$ cat config.mk
export PLATFORM = sky130hd
export DESIGN_NAME = button_repeat_flat
export DESIGN_NICKNAME = d
export VERILOG_FILES = /design/src/rtl/btn_pkg.sv /design/src/rtl/button_repeat_if.sv /design/src/rtl/debounce_filter.sv /design/src/rtl/button_repeat.sv /design/src/flat_wrapper.sv
export SDC_FILE = /design/constraint.sdc
export NUM_CORES = 1
export LEC_CHECK = 0
export CORE_MARGIN = 2
export CORE_UTILIZATION = 36
export DETAILED_ROUTE_END_ITERATION = 7
export HOLD_SLACK_MARGIN = 0.08
export PLACE_DENSITY = 0.55
export SETUP_SLACK_MARGIN = 0.05
export SKIP_LAST_GASP = 1
export SYNTH_ARGS = -nofsm -noshare
export SYNTH_HDL_FRONTEND = slang
export SYNTH_SLANG_ARGS = --single-unit
$ cat constraint.sdc
create_clock -name clk -period 3.9 [get_ports clk]
set_clock_uncertainty 0.2 [all_clocks]
set_input_delay 0.78 -clock clk [delete_from_list [all_inputs] [get_ports clk]]
set_output_delay 0.78 -clock clk [all_outputs]
set_load 0.02 [all_outputs]
$ cat src/rtl/btn_pkg.sv
`default_nettype none
// ============================================================================
// Module : btn_pkg
// Brief  : State encoding and timing defaults for the button repeat conditioner.
// Rev    : 1.0
// ============================================================================
package btn_pkg;

    localparam logic [1:0] ST_IDLE   = 2'd0;
    localparam logic [1:0] ST_HOLD   = 2'd1;
    localparam logic [1:0] ST_REPEAT = 2'd2;

    typedef enum logic [1:0] {
        S_IDLE   = ST_IDLE,
        S_HOLD   = ST_HOLD,
        S_REPEAT = ST_REPEAT
    } state_t;

    // Production timing at 10 MHz
    localparam int DEF_DEBOUNCE_CYCLES = 100_000;
    localparam int DEF_HOLD_DELAY      = 5_000_000;
    localparam int DEF_REPEAT_PERIOD   = 2_000_000;
    localparam int DEF_CNT_BIT         = 24;

    // Reduced timing for simulation
    localparam int TB_DEBOUNCE_CYCLES  = 4;
    localparam int TB_HOLD_DELAY       = 20;
    localparam int TB_REPEAT_PERIOD    = 8;

endpackage
`default_nettype wire

$ cat src/rtl/button_repeat_if.sv
`default_nettype none
// ============================================================================
// Module : button_repeat_if
// Brief  : Raw button level in, conditioned pulse/level outputs back.
// Rev    : 1.0
// ============================================================================
interface button_repeat_if;

    logic button_in;
    logic one_shot_pulse;
    logic pressed;
    logic repeating;

    modport master (
        output button_in,
        input  one_shot_pulse,
        input  pressed,
        input  repeating
    );

    modport slave (
        input  button_in,
        output one_shot_pulse,
        output pressed,
        output repeating
    );

endinterface
`default_nettype wire

$ cat src/rtl/debounce_filter.sv
`default_nettype none
// ============================================================================
// Module : debounce_filter
// Brief  : Two-flop synchronizer plus stable-cycle counter producing pressed.
// Rev    : 1.0
// ============================================================================
module debounce_filter
    import btn_pkg::*;
#(
    parameter int DEBOUNCE_CYCLES = DEF_DEBOUNCE_CYCLES,
    parameter int CNT_BIT         = DEF_CNT_BIT
) (
    input  wire logic clk,
    input  wire logic reset,
    input  wire logic button_in,
    output logic      pressed,
    output logic      rise,
    output logic      fall
);

    localparam logic [CNT_BIT-1:0] C_DEB_LAST = CNT_BIT'(DEBOUNCE_CYCLES - 1);

    logic               r_sync1;
    logic               r_sync2;
    logic               r_pressed;
    logic [CNT_BIT-1:0] r_cnt;
    logic               w_differ;
    logic               w_flip;

    assign w_differ = (r_sync2 != r_pressed);
    assign w_flip   = w_differ && (r_cnt == C_DEB_LAST);

    always_ff @(posedge clk) begin
        if (reset) begin
            r_sync1   <= 1'b0;
            r_sync2   <= 1'b0;
            r_pressed <= 1'b0;
            r_cnt     <= '0;
        end else begin
            r_sync1 <= button_in;
            r_sync2 <= r_sync1;
            // Any cycle agreeing with the current level discards the partial count
            if (!w_differ) begin
                r_cnt <= '0;
            end else if (w_flip) begin
                r_pressed <= r_sync2;
                r_cnt     <= '0;
            end else begin
                r_cnt <= r_cnt + CNT_BIT'(1);
            end
        end
    end

    // Strobes announce the level change that lands on the coming edge
    assign rise    = w_flip &  r_sync2;
    assign fall    = w_flip & ~r_sync2;
    assign pressed = r_pressed;

endmodule
`default_nettype wire

$ cat src/rtl/button_repeat.sv
`default_nettype none
// ============================================================================
// Module : button_repeat
// Brief  : Debounced press pulse with hold-delay auto-repeat for panel buttons.
// Rev    : 1.0
// ============================================================================
module button_repeat
    import btn_pkg::*;
#(
    parameter int DEBOUNCE_CYCLES = DEF_DEBOUNCE_CYCLES,
    parameter int HOLD_DELAY      = DEF_HOLD_DELAY,
    parameter int REPEAT_PERIOD   = DEF_REPEAT_PERIOD,
    parameter int ENABLE_REPEAT   = 1,
    parameter int CNT_BIT         = DEF_CNT_BIT
) (
    input  wire logic         clk,
    input  wire logic         reset,
    button_repeat_if.slave    btn
);

    localparam logic [CNT_BIT-1:0] C_HOLD_LAST   = CNT_BIT'(HOLD_DELAY - 1);
    localparam logic [CNT_BIT-1:0] C_REPEAT_LAST = CNT_BIT'(REPEAT_PERIOD - 1);

    state_t             r_state;
    state_t             w_state_nxt;
    logic [CNT_BIT-1:0] r_timer;
    logic [CNT_BIT-1:0] w_timer_nxt;
    logic               r_pulse;
    logic               w_pulse_nxt;
    logic               r_repeating;
    logic               w_repeating_nxt;
    logic               w_pressed;
    logic               w_rise;
    logic               w_fall;

    debounce_filter #(
        .DEBOUNCE_CYCLES (DEBOUNCE_CYCLES),
        .CNT_BIT         (CNT_BIT)
    ) u_debounce (
        .clk       (clk),
        .reset     (reset),
        .button_in (btn.button_in),
        .pressed   (w_pressed),
        .rise      (w_rise),
        .fall      (w_fall)
    );

    always_ff @(posedge clk) begin
        if (reset) begin
            r_state     <= S_IDLE;
            r_timer     <= '0;
            r_pulse     <= 1'b0;
            r_repeating <= 1'b0;
        end else begin
            r_state     <= w_state_nxt;
            r_timer     <= w_timer_nxt;
            r_pulse     <= w_pulse_nxt;
            r_repeating <= w_repeating_nxt;
        end
    end

    // A debounced fall takes priority over a coincident timer expiry
    always_comb begin
        w_state_nxt     = r_state;
        w_timer_nxt     = r_timer;
        w_pulse_nxt     = 1'b0;
        w_repeating_nxt = r_repeating;
        case (r_state)
            S_IDLE: begin
                w_timer_nxt     = '0;
                w_repeating_nxt = 1'b0;
                if (w_rise) begin
                    w_state_nxt = S_HOLD;
                    w_pulse_nxt = 1'b1;
                end
            end
            S_HOLD: begin
                if (w_fall) begin
                    w_state_nxt     = S_IDLE;
                    w_timer_nxt     = '0;
                    w_repeating_nxt = 1'b0;
                end else if (r_timer == C_HOLD_LAST) begin
                    if (ENABLE_REPEAT != 0) begin
                        w_state_nxt     = S_REPEAT;
                        w_pulse_nxt     = 1'b1;
                        w_timer_nxt     = '0;
                        w_repeating_nxt = 1'b1;
                    end
                end else begin
                    w_timer_nxt = r_timer + CNT_BIT'(1);
                end
            end
            S_REPEAT: begin
                if (w_fall) begin
                    w_state_nxt     = S_IDLE;
                    w_timer_nxt     = '0;
                    w_repeating_nxt = 1'b0;
                end else if (r_timer == C_REPEAT_LAST) begin
                    w_pulse_nxt = 1'b1;
                    w_timer_nxt = '0;
                end else begin
                    w_timer_nxt = r_timer + CNT_BIT'(1);
                end
            end
            default: begin
                w_state_nxt     = S_IDLE;
                w_timer_nxt     = '0;
                w_repeating_nxt = 1'b0;
            end
        endcase
    end

    assign btn.one_shot_pulse = r_pulse;
    assign btn.pressed        = w_pressed;
    assign btn.repeating      = r_repeating;

endmodule
`default_nettype wire

$ cat src/flat_wrapper.sv
// flat-port wrapper written by rule: the top's interface ports become plain ports
module button_repeat_flat import btn_pkg::*;
#(
    parameter int DEBOUNCE_CYCLES = DEF_DEBOUNCE_CYCLES,
    parameter int HOLD_DELAY      = DEF_HOLD_DELAY,
    parameter int REPEAT_PERIOD   = DEF_REPEAT_PERIOD,
    parameter int ENABLE_REPEAT   = 1,
    parameter int CNT_BIT         = DEF_CNT_BIT
)
  (clk, reset, btn_button_in, btn_one_shot_pulse, btn_pressed, btn_repeating);
  button_repeat_if btn_i ();
  input  wire logic clk;
  input  wire logic reset;
  input wire logic [$bits(btn_i.button_in)-1:0] btn_button_in;
  output wire logic [$bits(btn_i.one_shot_pulse)-1:0] btn_one_shot_pulse;
  output wire logic [$bits(btn_i.pressed)-1:0] btn_pressed;
  output wire logic [$bits(btn_i.repeating)-1:0] btn_repeating;
  assign btn_i.button_in = btn_button_in;
  assign btn_one_shot_pulse = btn_i.one_shot_pulse;
  assign btn_pressed = btn_i.pressed;
  assign btn_repeating = btn_i.repeating;
  button_repeat #(.DEBOUNCE_CYCLES(DEBOUNCE_CYCLES), .HOLD_DELAY(HOLD_DELAY), .REPEAT_PERIOD(REPEAT_PERIOD), .ENABLE_REPEAT(ENABLE_REPEAT), .CNT_BIT(CNT_BIT)) u_core (.clk(clk), .reset(reset), .btn(btn_i));
endmodule
==> flow_metrics.env <==
export IMPL_status="finished, final reports clean"
export IMPL_dieArea_um2=8100
export IMPL_num_rows=31
export IMPL_syn_avg_cell_area_um2=8.70
export IMPL_grt_antenna_before_repair=0
export IMPL_tightest_slew_ps=763
export IMPL_synth_fp_nets=315
export IMPL_dpl_cell_area_um2=2810
export IMPL_slew_violations=0
export IMPL_cts_tree="built"
export IMPL_grt_max_degree=25
export IMPL_fin_tns_setup_ps=0
export IMPL_clock_sinks=55
export IMPL_drt_wl_total_um=5120
export IMPL_grt_pass1_vias=2001
export IMPL_clockBufferDepth=2
export IMPL_fp_dieH_um=90.0
export IMPL_stdcell_count=414
export IMPL_hp_class="reg -> reg"
export IMPL_gp_congestion=0.786
export IMPL_highest_layer="met4"
export IMPL_grt_usage=0.137
export IMPL_worstPathArrival_ps=2310
export IMPL_setup_viol=0
export IMPL_antenna_cells=0
export IMPL_drive_gt1_frac=0.0889
export IMPL_cellLeakagePower_nw=0.814
export IMPL_ant_nets=0
export IMPL_vias_per_cell=5.03
export IMPL_fin_area_um2=2900
export IMPL_cts_htree_levels=2
export IMPL_drv_cap=0
export IMPL_yosysWarnings=0
export IMPL_coreArea_um2=7210
export IMPL_r2r_start="u_core.r_timer[7]"
export IMPL_ctsHoldBuffers=0
export IMPL_hp_start="u_core.r_timer[0]"
export IMPL_post_cts_resized=0
export IMPL_post_cts_buffers=0
export IMPL_critical_path_required_ps=3880
export IMPL_hold_path_depth=1
export IMPL_path_clk_slew_ps=100
export IMPL_start_util=0.369
export IMPL_dp_hpwl_um=3650
export IMPL_vdd_drop_max_mv=0.156
export IMPL_min_period_ps=2330
export IMPL_syn2layout_area_growth_pct=8.79
export IMPL_synth_edf_count=0
export IMPL_met3WireLength_um=152
export IMPL_fmax_ghz=0.429
export IMPL_relSlewSlack=0.487
export IMPL_grt_overflow=0
export IMPL_yosysSeqAreaShare=0.414
export IMPL_drtIter0Drc=156
export IMPL_fin_hold_ws_ps=256
export IMPL_power_density_nw_per_um2=304
export IMPL_hold_viol=0
export IMPL_clk_latency_ps=300
export IMPL_wire_per_inst_um=12.4
export IMPL_dr_wl_met2_um=2250
export IMPL_timing_final_crit_share=0.597
export IMPL_synth_ff_type="dfxtp_1"
export IMPL_rsz0062_at_grt="false"
export IMPL_nets=323
export IMPL_yosysUniqueCellTypes=44
export IMPL_drt_pass1_iter_count=4
export IMPL_fp_dieW_um=90.0
export IMPL_grt_pass1_wl_um=9240
export IMPL_start_kind="flip-flop"
export IMPL_async_flop_share=0
export IMPL_netlist_instances=306
export IMPL_worstRegToRegCells=6
export IMPL_critical_path_startpoint="u_core.r_timer[7]"
export IMPL_synth_area_um2=2660
export IMPL_path_class="reg -> reg"
export IMPL_cp_end_kind="flip-flop"
export IMPL_ys_ff_latch=55
export IMPL_drc_errors=0
export IMPL_critPathMaxFanout=23
export IMPL_io_buffers=5
export IMPL_dp_cells=406
export IMPL_wl_met1_um=2660
export IMPL_vias=2081
export IMPL_ioPinCount=6
export IMPL_cts_inserted_buffers=5
export IMPL_cts_root_buf="clkbuf_8"
-- final cells by class --
| cell class | instances | area, µm² |
|---|---|---|
| Multi-Input combinational cell | 233 | 1480 |
| Clock inverter | 2 | 12.5 |
| Timing Repair Buffer | 7 | 65.1 |
| Inverter | 12 | 45.0 |
| Tap cell | 99 | 124 |
| Fill cell | 766 | 4320 |
| Clock buffer | 6 | 72.6 |
| Sequential cell | 55 | 1100 |
-- flip-flops by register name (all words and copies together) (netlist names) --
signal and count:
u_core.btn.one_shot_pulse 1, u_core.btn.repeating 1, u_core.r_state 2, u_core.r_timer 24
u_core.u_debounce.pressed 1, u_core.u_debounce.r_cnt 24, u_core.u_debounce.r_sync1 1, u_core.u_debounce.r_sync2 1
-- stage by stage --
step                setup slack (ps)   util  total power [mW]
finish                          1570  0.401             0.880
global route                    1380  0.401             0.923
CTS                             1550  0.401             0.900
detailed placement              1490  0.390             0.587
global placement                1500  0.390             0.587
floorplan                       1810      -             0.583
-- logic make-up after synthesis --
logic type,count (synthesis),share of synthesized area
buffers and inverters,18,0.0320
adders and majority gates,6,0.0282
and+or+nand+nor,167,0.331
xor gates and xnor gates,45,0.148
DFF,55,0.414
AOI/OAI and AO/OA,15,0.0475
-- synthesized netlist by cell type (all sizes together) (3+ instances only) --
| cell | n | area [µm²] |
|---|---|---|
| nor2 | 59 | 246 |
| xor2 | 14 | 123 |
| and3 | 7 | 46.3 |
| dfxtp | 55 | 1100 |
| nor4 | 15 | 109 |
| nand3 | 15 | 75.1 |
| buf | 4 | 32.5 |
| nor3 | 16 | 85.1 |
| xnor2 | 31 | 272 |
| a41oi | 3 | 26.3 |
| ha | 6 | 75.1 |
| nand2 | 23 | 86.3 |
| and4 | 4 | 36.3 |
| inv | 12 | 45.0 |
| nand4 | 14 | 87.6 |
| or4 | 3 | 26.3 |
-- report_power, final --
group,internal [mW],total (mW),switching (mW),leakage (nW)
clock network,0.126,0.306,0.180,0.0412
logic,0.00437,0.0105,0.00613,0.330
registers,0.562,0.564,0.00113,0.443
total,0.693,0.880,0.187,0.814
-- worst max-delay path: stages, from the launching register on --
cell      delay [ps]
dfxtp_1          380
or4_4            560
nor4_4           280
a41oi_1          200
o211ai_2         160
buf_4            320
nor2_1            90
-- path summary, 6_finish.rpt --
check | to | slack, ps
hold reg to reg | u_core.r_timer[0] | 260
setup reg to reg | u_core.r_timer[4] | 1570
hold / removal | u_core.r_timer[0] | 260
setup / recovery | u_core.r_timer[4] | 1570
-- cell usage in the layout (no fill, tap or decap), types with 2 or more instances in the layout --
cell type / count
a31oi_1: 2
a41oi_1: 3
and3_1: 5
and3_2: 2
and4_1: 3
buf_4: 2
clkbuf_8: 5
clkdlybuf4s50_1: 5
dfxtp_1: 55
ha_1: 6
inv_1: 12
nand2_1: 23
nand3_1: 15
nand3b_1: 2
nand4_1: 14
nor2_1: 49
nor2_2: 10
nor2b_1: 2
nor3_1: 15
nor4_1: 14
or4_1: 2
xnor2_1: 31
xor2_1: 14
-- per-layer routing --
metal	up-vias	global-route usage
met5	-	0
met4	0	0.0449
met3	7	0.0285
met2	27	0.210
met1	963	0.192
li1	1084	-
Power figures use the tool's default switching activity.
==> edit, RTL diff (same flow settings) <==
Set the package constant `DEF_CNT_BIT` to 36 (it was 24).
--- a/src/rtl/btn_pkg.sv
+++ b/src/rtl/btn_pkg.sv
@@ -20,7 +20,7 @@
     localparam int DEF_DEBOUNCE_CYCLES = 100_000;
     localparam int DEF_HOLD_DELAY      = 5_000_000;
     localparam int DEF_REPEAT_PERIOD   = 2_000_000;
-    localparam int DEF_CNT_BIT         = 24;
+    localparam int DEF_CNT_BIT         = 36;
 
     // Reduced timing for simulation
     localparam int TB_DEBOUNCE_CYCLES  = 4;
Formal check against the unedited RTL: no difference found for any inputs over 10 cycles, from zero or initial values and one cycle with reset high; that may be too few to reach the edited logic, so the function may still have changed.
==> edit against the unedited design <==
Routed wire length is 54% higher; area after synthesis is 49% higher; die area is 47% higher; final area is 50% higher; via count is 50% higher; total power is 71% higher; synthesized cell count is 49% higher; worst setup slack worse by 0.24 ns; sequential cell count is 24 higher; critical endpoint is now u_core.r_timer[31].
==> edit: results (changes against the unedited design) <==
| Metric | Value |
|---|---|
| Inserted Clock Buffers | `9 (was 5)` |
| Instance count of the mapped netlist | `455 (was 306)` |
| Part of the Yosys area used for sequential elements | `39.8% (was 41.4%)` |
| Cell Area, Placed | `4110 µm² (was 2810 µm²)` |
| Adder-cell area share of the yosys netlist | `1.89% (was 2.82%)` |
| Vias in the first global route | `2969 (was 2001)` |
| CP Capture Point | `u_core.r_timer[31] (was u_core.r_timer[4])` |
| Count of distinct cell types in the synthesized netlist | `53 (was 44)` |
| Critical path's largest stage delay | `0.58 ns (was 0.56 ns)` |
| Via total after detailed routing | `3129 (was 2081)` |
| Startpoint of the worst register-to-register path | `u_core.u_debounce.r_cnt[10] (was u_core.r_timer[7])` |
| Data arrival time of the critical path | `2.58 ns (was 2.31 ns)` |
| Clock transition at the registers of the reported paths | `0.08 ns (was 0.10 ns)` |
| Beginning of the worst hold path | `u_core.u_debounce.r_sync1 (was u_core.r_timer[0])` |
| Hold Path Sink | `u_core.u_debounce.r_sync2 (was u_core.r_timer[0])` |
| Multiplexer share of the synthesized area | `0.252% (was 0%)` |
| Top cells by area in the synthesized netlist | `dfxtp_1, xor2_1, nor2_1 (was dfxtp_1, xnor2_1, nor2_1)` |
| Xor/xnor cell area share of the yosys netlist | `15.0% (was 14.8%)` |
| Area fraction in compound gates after synthesis | `3.44% (was 4.75%)` |
| Pin slew with the least headroom to its limit | `0.993 ns (was 0.763 ns)` |
| Result of the run | `complete, no violations (unchanged)` |
| Clock latency on the worst-skew pair | `0.35 ns (was 0.30 ns)` |
| Count of placed standard cells including taps | `584 (was 406)` |
| Setup WS pre-CTS | `1.25 ns (was 1.49 ns)` |
| Maximum resistive drop on vdd | `0.000206 V (was 0.000156 V)` |
| Half-perimeter wire length of the detailed placement result | `5370 µm (was 3650 µm)` |
| Critical-path top delay cell | `or4_1 (was or4_4)` |
| Detailed-route wire length per cell | `13.2 µm (was 12.4 µm)` |
| PnR worst setup slack | `1.33 ns (was 1.57 ns)` |
| Combined global-route utilization of all metal layers | `14.7% (was 13.7%)` |
| Lkg Pwr | `1.28 nW (was 0.814 nW)` |
| Global-route wire length before repair | `13900 µm (was 9240 µm)` |
| Most instantiated cells after synthesis | `dfxtp_1, nor2_1, xor2_1 (was dfxtp_1, nor2_1, xnor2_1)` |
| Filler-free cell count of the finished design | `600 (was 414)` |
| Maximum level of the CTS H-tree | `3 (was 2)` |
| Registers with the most flip-flops | `u_core.r_timer: 36 flops, u_core.u_debounce.r_cnt: 36 flops, u_core.r_state: 2 flops (was u_core.r_timer: 24 flops, u_core.u_debounce.r_cnt: 24 flops, u_core.r_state: 2 flops)` |
| Detailed router's first-iteration violation count | `151 (was 156)` |
| Gp weighted congestion | `0.759 (was 0.786)` |
| Pin count of the biggest net entering global routing | `37 (was 25)` |
edit: changes by cell type in the layout (fill, tap and decap cells not counted), moves of 5 or more:
cell / before / now
clkbuf_8: 5 / 11
dfxtp_1: 55 / 79
nand3_1: 15 / 31
nand4_1: 14 / 41
nor2_1: 49 / 73
nor4b_1: 0 / 5
xnor2_1: 31 / 15
xor2_1: 14 / 53
edit: power by group:
part	leakage [nW]	switching (mW)	internal [mW]
combinational	0.529	0.00582	0.00358
sequential	0.636	0.00117	0.807
clock	0.114	0.288	0.395
edit: final cells by class:
cell class / instances / area [µm²]
Fill cell: 1078 / 6460
Multi-Input combinational cell: 342 / 2210
Sequential cell: 79 / 1580
Tap cell: 140 / 175
Clock buffer: 13 / 159
Timing Repair Buffer: 11 / 95.1
Clock inverter: 3 / 65.1
Inverter: 12 / 45.0
edit: per-layer routing:
layer  up-vias  share of wire [%]  GRT usage (%)
met5         -                  0              0
met3        11                2.5           3.83
li1       1602                  -              -
met4         0                1.4           5.13
met2        29                 46           23.5
met1      1487                 50           19.1
